<file path="src/rtl/fifo_rd_stream_if.sv">
// rtl/fifo_rd_stream_if.sv - valid/ready beat stream carrying framed FIFO read data
// Parameters: BITS - data width
// Signals:    valid - beat valid; ready - downstream accept; data - beat data;
//             last  - final beat of burst, qualified by valid
// Modports:   master - stream producer (fifo_rd_stream); slave - stream consumer
interface fifo_rd_stream_if #(
    parameter int BITS = 32
);
    logic            valid;
    logic            ready;
    logic [BITS-1:0] data;
    logic            last;

    modport master (output valid, output data, output last, input ready);
    modport slave  (input valid, input data, input last, output ready);
endinterface

</file>
<file path="src/rtl/fifo_rd_stream.sv">
// rtl/fifo_rd_stream.sv - FIFO read-side consumer re-presenting beats as a bursted valid/ready stream
// Ports:
//   rd_clk, rd_rst_n  clock and async active-low reset shared with the FIFO read side
//   en                1 = fetch from FIFO, 0 = stop fetching and drain the buffer
//   idle              1 = nothing buffered or in flight, not fetching
//   rd_en, rd_empty, rd_data  FIFO read port (data valid the cycle after rd_en)
//   m                 output stream (valid/ready/data/last), last on beat BURST_LEN of each burst
// Optional macro FIFO_RD_STREAM_STALL_CNT_EN adds stall_cnt[15:0]: saturating count of
//   cycles with valid && !ready.
module fifo_rd_stream #(
    parameter int BITS      = 32,
    parameter int BUF_DEPTH = 3,
    parameter int BURST_LEN = 8
) (
    input  logic             rd_clk,
    input  logic             rd_rst_n,
    input  logic             en,
    output logic             idle,
    output logic             rd_en,
    input  logic             rd_empty,
    input  logic [BITS-1:0]  rd_data,
    fifo_rd_stream_if.master m
`ifdef FIFO_RD_STREAM_STALL_CNT_EN
    ,
    output logic [15:0]      stall_cnt
`endif
);
    localparam int CW = $clog2(BUF_DEPTH + 1);
    localparam int BW = (BURST_LEN > 1) ? $clog2(BURST_LEN) : 1;
    localparam logic [CW-1:0] LAST_IDX  = CW'(BUF_DEPTH - 1);
    localparam logic [CW-1:0] FULL      = CW'(BUF_DEPTH);
    localparam logic [CW:0]   CREDITS   = (CW + 1)'(BUF_DEPTH);
    localparam logic [BW-1:0] LAST_BEAT = BW'(BURST_LEN - 1);

    typedef enum logic [1:0] {IDLE, RUN, DRAIN} state_t;

    state_t          state;
    state_t          state_nxt;
    logic [CW-1:0]   count;
    logic [CW-1:0]   head;
    logic [CW-1:0]   tail;
    logic            inflight;
    logic [BW-1:0]   beat_cnt;
    logic [BITS-1:0] mem [BUF_DEPTH];
    logic            valid;
    logic            push;
    logic            pop;
    logic [CW:0]     occupancy;

    assign valid     = (count != '0);
    assign push      = inflight;
    assign pop       = valid && m.ready;
    // Credit counts reads already issued but not yet landed; a pop in the same
    // cycle is deliberately not credited so rd_en never depends on m.ready.
    assign occupancy = {1'b0, count} + {{CW{1'b0}}, inflight};

    assign idle   = (state == IDLE);
    assign m.valid = valid;
    assign m.data  = valid ? mem[head] : '0;
    assign m.last  = valid && (beat_cnt == LAST_BEAT);

    always_ff @(posedge rd_clk or negedge rd_rst_n) begin
        if (!rd_rst_n) begin
            state <= IDLE;
        end else begin
            state <= state_nxt;
        end
    end

    always_comb begin
        state_nxt = state;
        rd_en     = 1'b0;
        case (state)
            IDLE: begin
                if (en) state_nxt = RUN;
            end
            RUN: begin
                rd_en = !rd_empty && (occupancy < CREDITS);
                if (!en) state_nxt = DRAIN;
            end
            DRAIN: begin
                if ((count == '0) && !inflight) state_nxt = IDLE;
            end
            default: state_nxt = IDLE;
        endcase
    end

    always_ff @(posedge rd_clk or negedge rd_rst_n) begin
        if (!rd_rst_n) begin
            count    <= '0;
            head     <= '0;
            tail     <= '0;
            inflight <= 1'b0;
            beat_cnt <= '0;
        end else begin
            inflight <= rd_en;
            if (push) tail <= (tail == LAST_IDX) ? '0 : tail + CW'(1);
            if (pop)  head <= (head == LAST_IDX) ? '0 : head + CW'(1);
            case ({push, pop})
                2'b10:   count <= count + CW'(1);
                2'b01:   count <= count - CW'(1);
                default: count <= count;
            endcase
            // Burst position survives en/IDLE so bursts are never cut short.
            if (pop) beat_cnt <= (beat_cnt == LAST_BEAT) ? '0 : beat_cnt + BW'(1);
        end
    end

    // Storage needs no reset: m.data is gated by valid.
    always_ff @(posedge rd_clk) begin
        if (push) mem[tail] <= rd_data;
    end

`ifdef FIFO_RD_STREAM_STALL_CNT_EN
    always_ff @(posedge rd_clk or negedge rd_rst_n) begin
        if (!rd_rst_n) begin
            stall_cnt <= '0;
        end else if (valid && !m.ready && (stall_cnt != 16'hFFFF)) begin
            stall_cnt <= stall_cnt + 16'd1;
        end
    end
`endif

    a_no_push_when_full: assert property (@(posedge rd_clk) disable iff (!rd_rst_n)
        !(push && (count == FULL)));
endmodule

</file>
<file path="src/flat_wrapper.sv">
// flat-port wrapper written by rule: the top's interface ports become plain ports
module fifo_rd_stream_flat 
#(
    parameter int BITS      = 32,
    parameter int BUF_DEPTH = 3,
    parameter int BURST_LEN = 8
)
  (rd_clk, rd_rst_n, en, idle, rd_en, rd_empty, rd_data, m_valid, m_data, m_last, m_ready);
  fifo_rd_stream_if #(.BITS(BITS)) m_i ();
  input  logic rd_clk;
  input  logic rd_rst_n;
  input  logic en;
  output logic idle;
  output logic rd_en;
  input  logic rd_empty;
  input  logic [BITS-1:0] rd_data;
  output wire logic [$bits(m_i.valid)-1:0] m_valid;
  output wire logic [$bits(m_i.data)-1:0] m_data;
  output wire logic [$bits(m_i.last)-1:0] m_last;
  input wire logic [$bits(m_i.ready)-1:0] m_ready;
  assign m_valid = m_i.valid;
  assign m_data = m_i.data;
  assign m_last = m_i.last;
  assign m_i.ready = m_ready;
  fifo_rd_stream #(.BITS(BITS), .BUF_DEPTH(BUF_DEPTH), .BURST_LEN(BURST_LEN)) u_core (.rd_clk(rd_clk), .rd_rst_n(rd_rst_n), .en(en), .idle(idle), .rd_en(rd_en), .rd_empty(rd_empty), .rd_data(rd_data), .m(m_i));
endmodule
</file>
<file path="config.mk">
export PLATFORM = sky130hd
export DESIGN_NAME = fifo_rd_stream_flat
export DESIGN_NICKNAME = d
export VERILOG_FILES = /design/src/rtl/fifo_rd_stream_if.sv /design/src/rtl/fifo_rd_stream.sv /design/src/flat_wrapper.sv
export SDC_FILE = /design/constraint.sdc
export NUM_CORES = 1
export LEC_CHECK = 0
export CORE_ASPECT_RATIO = 1.4
export CORE_MARGIN = 8
export CORE_UTILIZATION = 55
export DETAILED_ROUTE_END_ITERATION = 10
export PLACE_DENSITY = 0.84
export SKIP_LAST_GASP = 1
export SLEW_MARGIN = 20
export SYNTH_ARGS = -nofsm -noshare
export SYNTH_HDL_FRONTEND = slang
export SYNTH_SLANG_ARGS = --single-unit
export TNS_END_PERCENT = 5
</file>
<file path="constraint.sdc">
create_clock -name rd_clk -period 5.8 [get_ports rd_clk]
set_input_delay 0.58 -clock rd_clk [delete_from_list [all_inputs] [get_ports rd_clk]]
set_output_delay 0.58 -clock rd_clk [all_outputs]
set_load 0.05 [all_outputs]
</file>
# Word level (Yosys, flattened, before mapping)
# Memory sizes are Yosys's and may differ from the RTL's.
# Cells that the tools add are included.
# word_totals
ff_bits,12
latchBits,0
ram_bits,96
rom_bits,0
inputBits,37
out_inout_bits,36
wordCells,47
mem_count,1
# memory_table
name,words,width,rd,rd_ports_with_merged_regs,write_ports,line_no,rtl
u_core.mem,3,32,1,0,1,fifo_rd_stream.sv:44,logic [BITS-1:0] mem [BUF_DEPTH];
# classes
n_addsub,6
n_mul,0
div,0
n_lt_le_gt_ge,1
eq_ne,10
shifts,0
mux,12
bitwise,0
reduce_logical,11
# ops
op,n
$mux W32,1
$mux W2,5
$eq A2 B2 Y1 const B,4
$add A2 B1 Y2 const B,3
$pmux W2 S3,1
$eq A2 B1 Y1 const B,2
$logic_and A1 B1 Y1,4
$logic_not A2 Y1,2
$ne A2 B2 Y1 const B,2
$pmux W2 S2,1
$reduce_bool A2 Y1,2
$add A2 B1 Y3,1
$add A3 B1 Y3 const B,1
$eq A3 B3 Y1 const B,1
$lt A3 B2 Y1 const B,1
$mux W1,3
$mux W3,1
$reduce_and A3 Y1,1
$logic_not A1 Y1,2
$ne A2 B1 Y1 const B,1
$sub A2 B1 Y2 const B,1

# Longest topological paths before layout
# logic_depth
word_depth,4
mapped_depth,6

# Worst setup path after synthesis
# OpenSTA, ideal clock, no wires.
# synth_timing
path_kind,register to output
startpoint,register u_core.count[0]
endpoint,output rd_en
arrival_time_ns,3.482
required_ns,5.220
path_slack_ns,1.738
path_stages_with_launch,4
path_cell_list,dfrtp_1 -> ha_1 -> ha_1 -> a2111oi_0
# synth_between
elab_chain_cells,4
# synth_rtl
element,line_no,rtl
start: declaration,fifo_rd_stream.sv:39,logic [CW-1:0] count;
start signal: assignment,fifo_rd_stream.sv:100,2'b10: count <= count + CW'(1);
start signal: assignment,fifo_rd_stream.sv:101,2'b01: count <= count - CW'(1);
start signal: assignment,fifo_rd_stream.sv:102,default: count <= count;
$add A2 B1 Y3,fifo_rd_stream.sv:55,"assign occupancy = {1'b0, count} + {{CW{1'b0}}, inflight};"
$lt A3 B2 Y1,fifo_rd_stream.sv:78,rd_en = !rd_empty && (occupancy < CREDITS);
$logic_and A1 B1 Y1,fifo_rd_stream.sv:78,
$mux W1,fifo_rd_stream.sv:73,case (state)
end: declaration,flat_wrapper.sv:14,output logic rd_en;
# No other way between the ends.

# Final worst setup path
# Ends and elaborated chain as after synthesis.

==> summary.txt <==
Synth
  • Post-synth EDFFs: 96
  • Main synth FF type: edfxtp_1
  • Synthesized area: 0.00445 mm²
  • Post-Synthesis Cells: ~250
  • Yosys cell types: 29
  • Sequential area share after synthesis: 0.716
  • Post-synth ARST share: 0.111
  • Syn nets: 293
  • #FFs+latches synth: 108
  • Avg Cell Area, Syn: 17.7 µm²
  • Synth Warn #: 0

Floorplanning
  • Row Count: 39
  • Chip width: 92.0 µm
  • Starting density of the core: 0.556
  • Die Height: 122 µm
  • Core Box Area: between 0.008 and 0.009 mm²
  • IO Count: 73
  • Die area: 0.0113 mm²

Placement
  • DP Worst Slack: 2.79 ns
  • GP Congestion: between 0.7 and 0.8
  • Port Buffers: 72
  • Cell Count Post-Placement: about 420
  • DP HPWL: about 5200 µm

STA
  • Least-Margin Pin Slew: 1.06 ns
  • Final worst slack: 2.46 ns
  • Final hold violation count: 0
  • Setup TNS Final: 0 ns
  • Clock Skew: 0.00561 ns
  • Fmax: 299 MHz
  • Final setup fails: 0
  • Fin crit share: 0.576
  • Relative slew slack: 0.296
  • Final Critical Period: approximately 3.3 ns
  • RSZ-0062 raised after global routing: false
  • Max-slew violations: 0

Power
  • Int Power: 1.88 mW
  • Lkg Pwr: 2.00 nW
  • Gate power share: 0.455
  • Sequential power share: 0.359
  • Tot Pwr: 3.13 mW
  • Pwr/cell area: ~570 mW/mm²
  • Clock share of power: 0.186
  • NetSw: 1.26 mW
  • Net Sw Frac: 0.401
  • Maximum vdd drop: roughly 0.00033 V

CTS
  • Cts bufs inserted: 9
  • H-tree depth: 3
  • Post-CTS sizing: 0
  • Clock latency on the worst-skew pair: approximately 0.33 ns
  • Max clock buf depth: 2
  • Cts hold-fix bufs: 0
  • Clk root buf: clkbuf_16
  • Clock Pin Slew Worst Setup and Hold Paths: 0.06 ns
  • Post CTS Setup Buffer Count: 0
  • Clock sinks: about 110
  • CTS tree: built

Finish
  • Layout cells sized above 1: 0.166
  • Syn-to-layout area delta: 24.2%
  • Fillcell total: 565
  • Final #Nets: roughly 370
  • Post-route insts no fill: between 400 and 500
  • Final Util: 0.690
  • Antenna Diode Count: 0

Drt
  • DR iter-0 viols: 116
  • First-pass detailed-route iteration total: 4
  • Final ANT Viol Nets: 0
  • DR vias/cell: 5.32
  • Wirelength per Cell: 18.6 µm
  • Total Routed Length: 8070 µm
  • Vias: 2,302
  • Drt drc: 0

Critical path
  • Crit path capture type: output pin
  • Worst Path Arrival: 2.76 ns
  • Type of origin of the critical path: register
  • CP Max Fanout: 5
  • Critical path type: register to output pin
  • Worst Path Required: 5.22 ns

Global routing
  • Tot GR Track Use: 0.149
  • Antenna violations before repair: 0
  • Largest net degree at the start of global routing: 36
  • Grt ovf: 0
  • Vias in the first global route: 2,522
  • First-pass GRT wire length: 12,900 µm

Status
  • Status: complete, no violations

Job
  • # Max-Cap Violations: 0

Worst hold path
  • Worst min-delay path class: register to register
==> logic make-up after synthesis <==
family / Yosys count / synth area share
DFF: 108 / 0.716
muxes: 66 / 0.181
and+or+nand+nor: 46 / 0.0431
buffers and inverters: 14 / 0.0256
AOI/OAI and AO/OA: 9 / 0.0144
adders and majority gates: 5 / 0.0141
xor gates and xnor gates: 3 / 0.00591
==> area by class of cell <==
type | count | area, µm² | share of cell area
Sequential cell | 108 | 3190 | 0.577
Multi-Input combinational cell | 129 | 1170 | 0.211
Timing Repair Buffer | 75 | 743 | 0.135
Clock buffer | 14 | 254 | 0.0460
Tap cell | 102 | 128 | 0.0231
Clock inverter | 2 | 33.8 | 0.00612
Inverter | 3 | 11.3 | 0.00204
==> stage by stage <==
step | area, µm² | hold slack [ns]
floorplan | 4450 | 0.284
global placement | 5230 | 0.450
detailed placement | 5230 | 0.458
CTS | 5520 | 0.472
global route | 5520 | 0.518
finish | 5520 | 0.469
==> routing by layer <==
metal,wire [µm],track usage,up-vias
met5,0,0,-
met4,131,0.0627,0
met3,360,0.0471,11
met2,4340,0.267,48
met1,3240,0.159,1153
li1,-,-,1090
==> cells in the final DEF (no fill, tap or decap), types with 4 or more instances in the layout <==
cell type / netlist / layout
clkdlybuf4s50_1: 0 / 72
mux2_4: 27 / 27
mux2i_1: 32 / 32
dfrtp_1: 12 / 10
clkbuf_16: 0 / 9
nor2_1: 35 / 34
ha_1: 5 / 5
mux2_2: 7 / 7
a21o_1: 4 / 4
edfxtp_1: 96 / 96
clkbuf_1: 3 / 4
==> critical path: stages (launching register included) <==
cell	delay, ns
dfrtp_1	0.46
ha_1	0.22
ha_1	0.29
a2111oi_0	0.55
clkdlybuf4s50_1	0.92
==> cells in the mapped netlist, types with 3 or more instances <==
library cell,n,area [µm²]
inv_1,3,11.3
ha_1,5,62.6
mux2i_1,32,320
dfrtp_1,12,300
nor3_1,3,15.0
a21o_1,4,30.0
mux2_4,27,405
mux2_2,7,78.8
edfxtp_1,96,2880
nor2_1,35,131
clkbuf_1,3,11.3
==> path summary, 6_finish.rpt <==
check | start | endpoint | slack (ns) | cells after the start
worst max-delay path | u_core.count[0]$_DFFE_PN0P_ | rd_en | 2.46 | 4
worst min-delay path | u_core.state[1]$_DFFE_PN0P_ | u_core.state[0]$_DFFE_PN0P_ | 0.47 | 1
worst max register to register | u_core.count[0]$_DFFE_PN0P_ | u_core.state[1]$_DFFE_PN0P_ | 3.92 | 5
worst min register to register | u_core.state[1]$_DFFE_PN0P_ | u_core.state[0]$_DFFE_PN0P_ | 0.47 | 1
max in group asynchronous | rd_rst_n | u_core.head[1]$_DFFE_PN0P_ | 4.80 | 1
min in group asynchronous | rd_rst_n | u_core.beat_cnt[1]$_DFFE_PN0P_ | 0.61 | 1
==> power by group through the flow <==
stage	clock network, mW	logic [mW]	registers (mW)
after CTS	0.597	1.45	1.13
after floorplan	0	1.15	1.01
after global routing	0.626	1.51	1.14
final	0.583	1.43	1.12
after detailed placement	0	1.44	1.14
after global placement	0	1.42	1.13
==> flip-flops by register name, summed over array words and instances (netlist names) <==
signal	flops
u_core.inflight	1
u_core.head	2
u_core.count	2
u_core.state	2
u_core.beat_cnt	3
u_core.tail	2
u_core.mem	96
No activity file was read; power rests on OpenSTA's default activity.
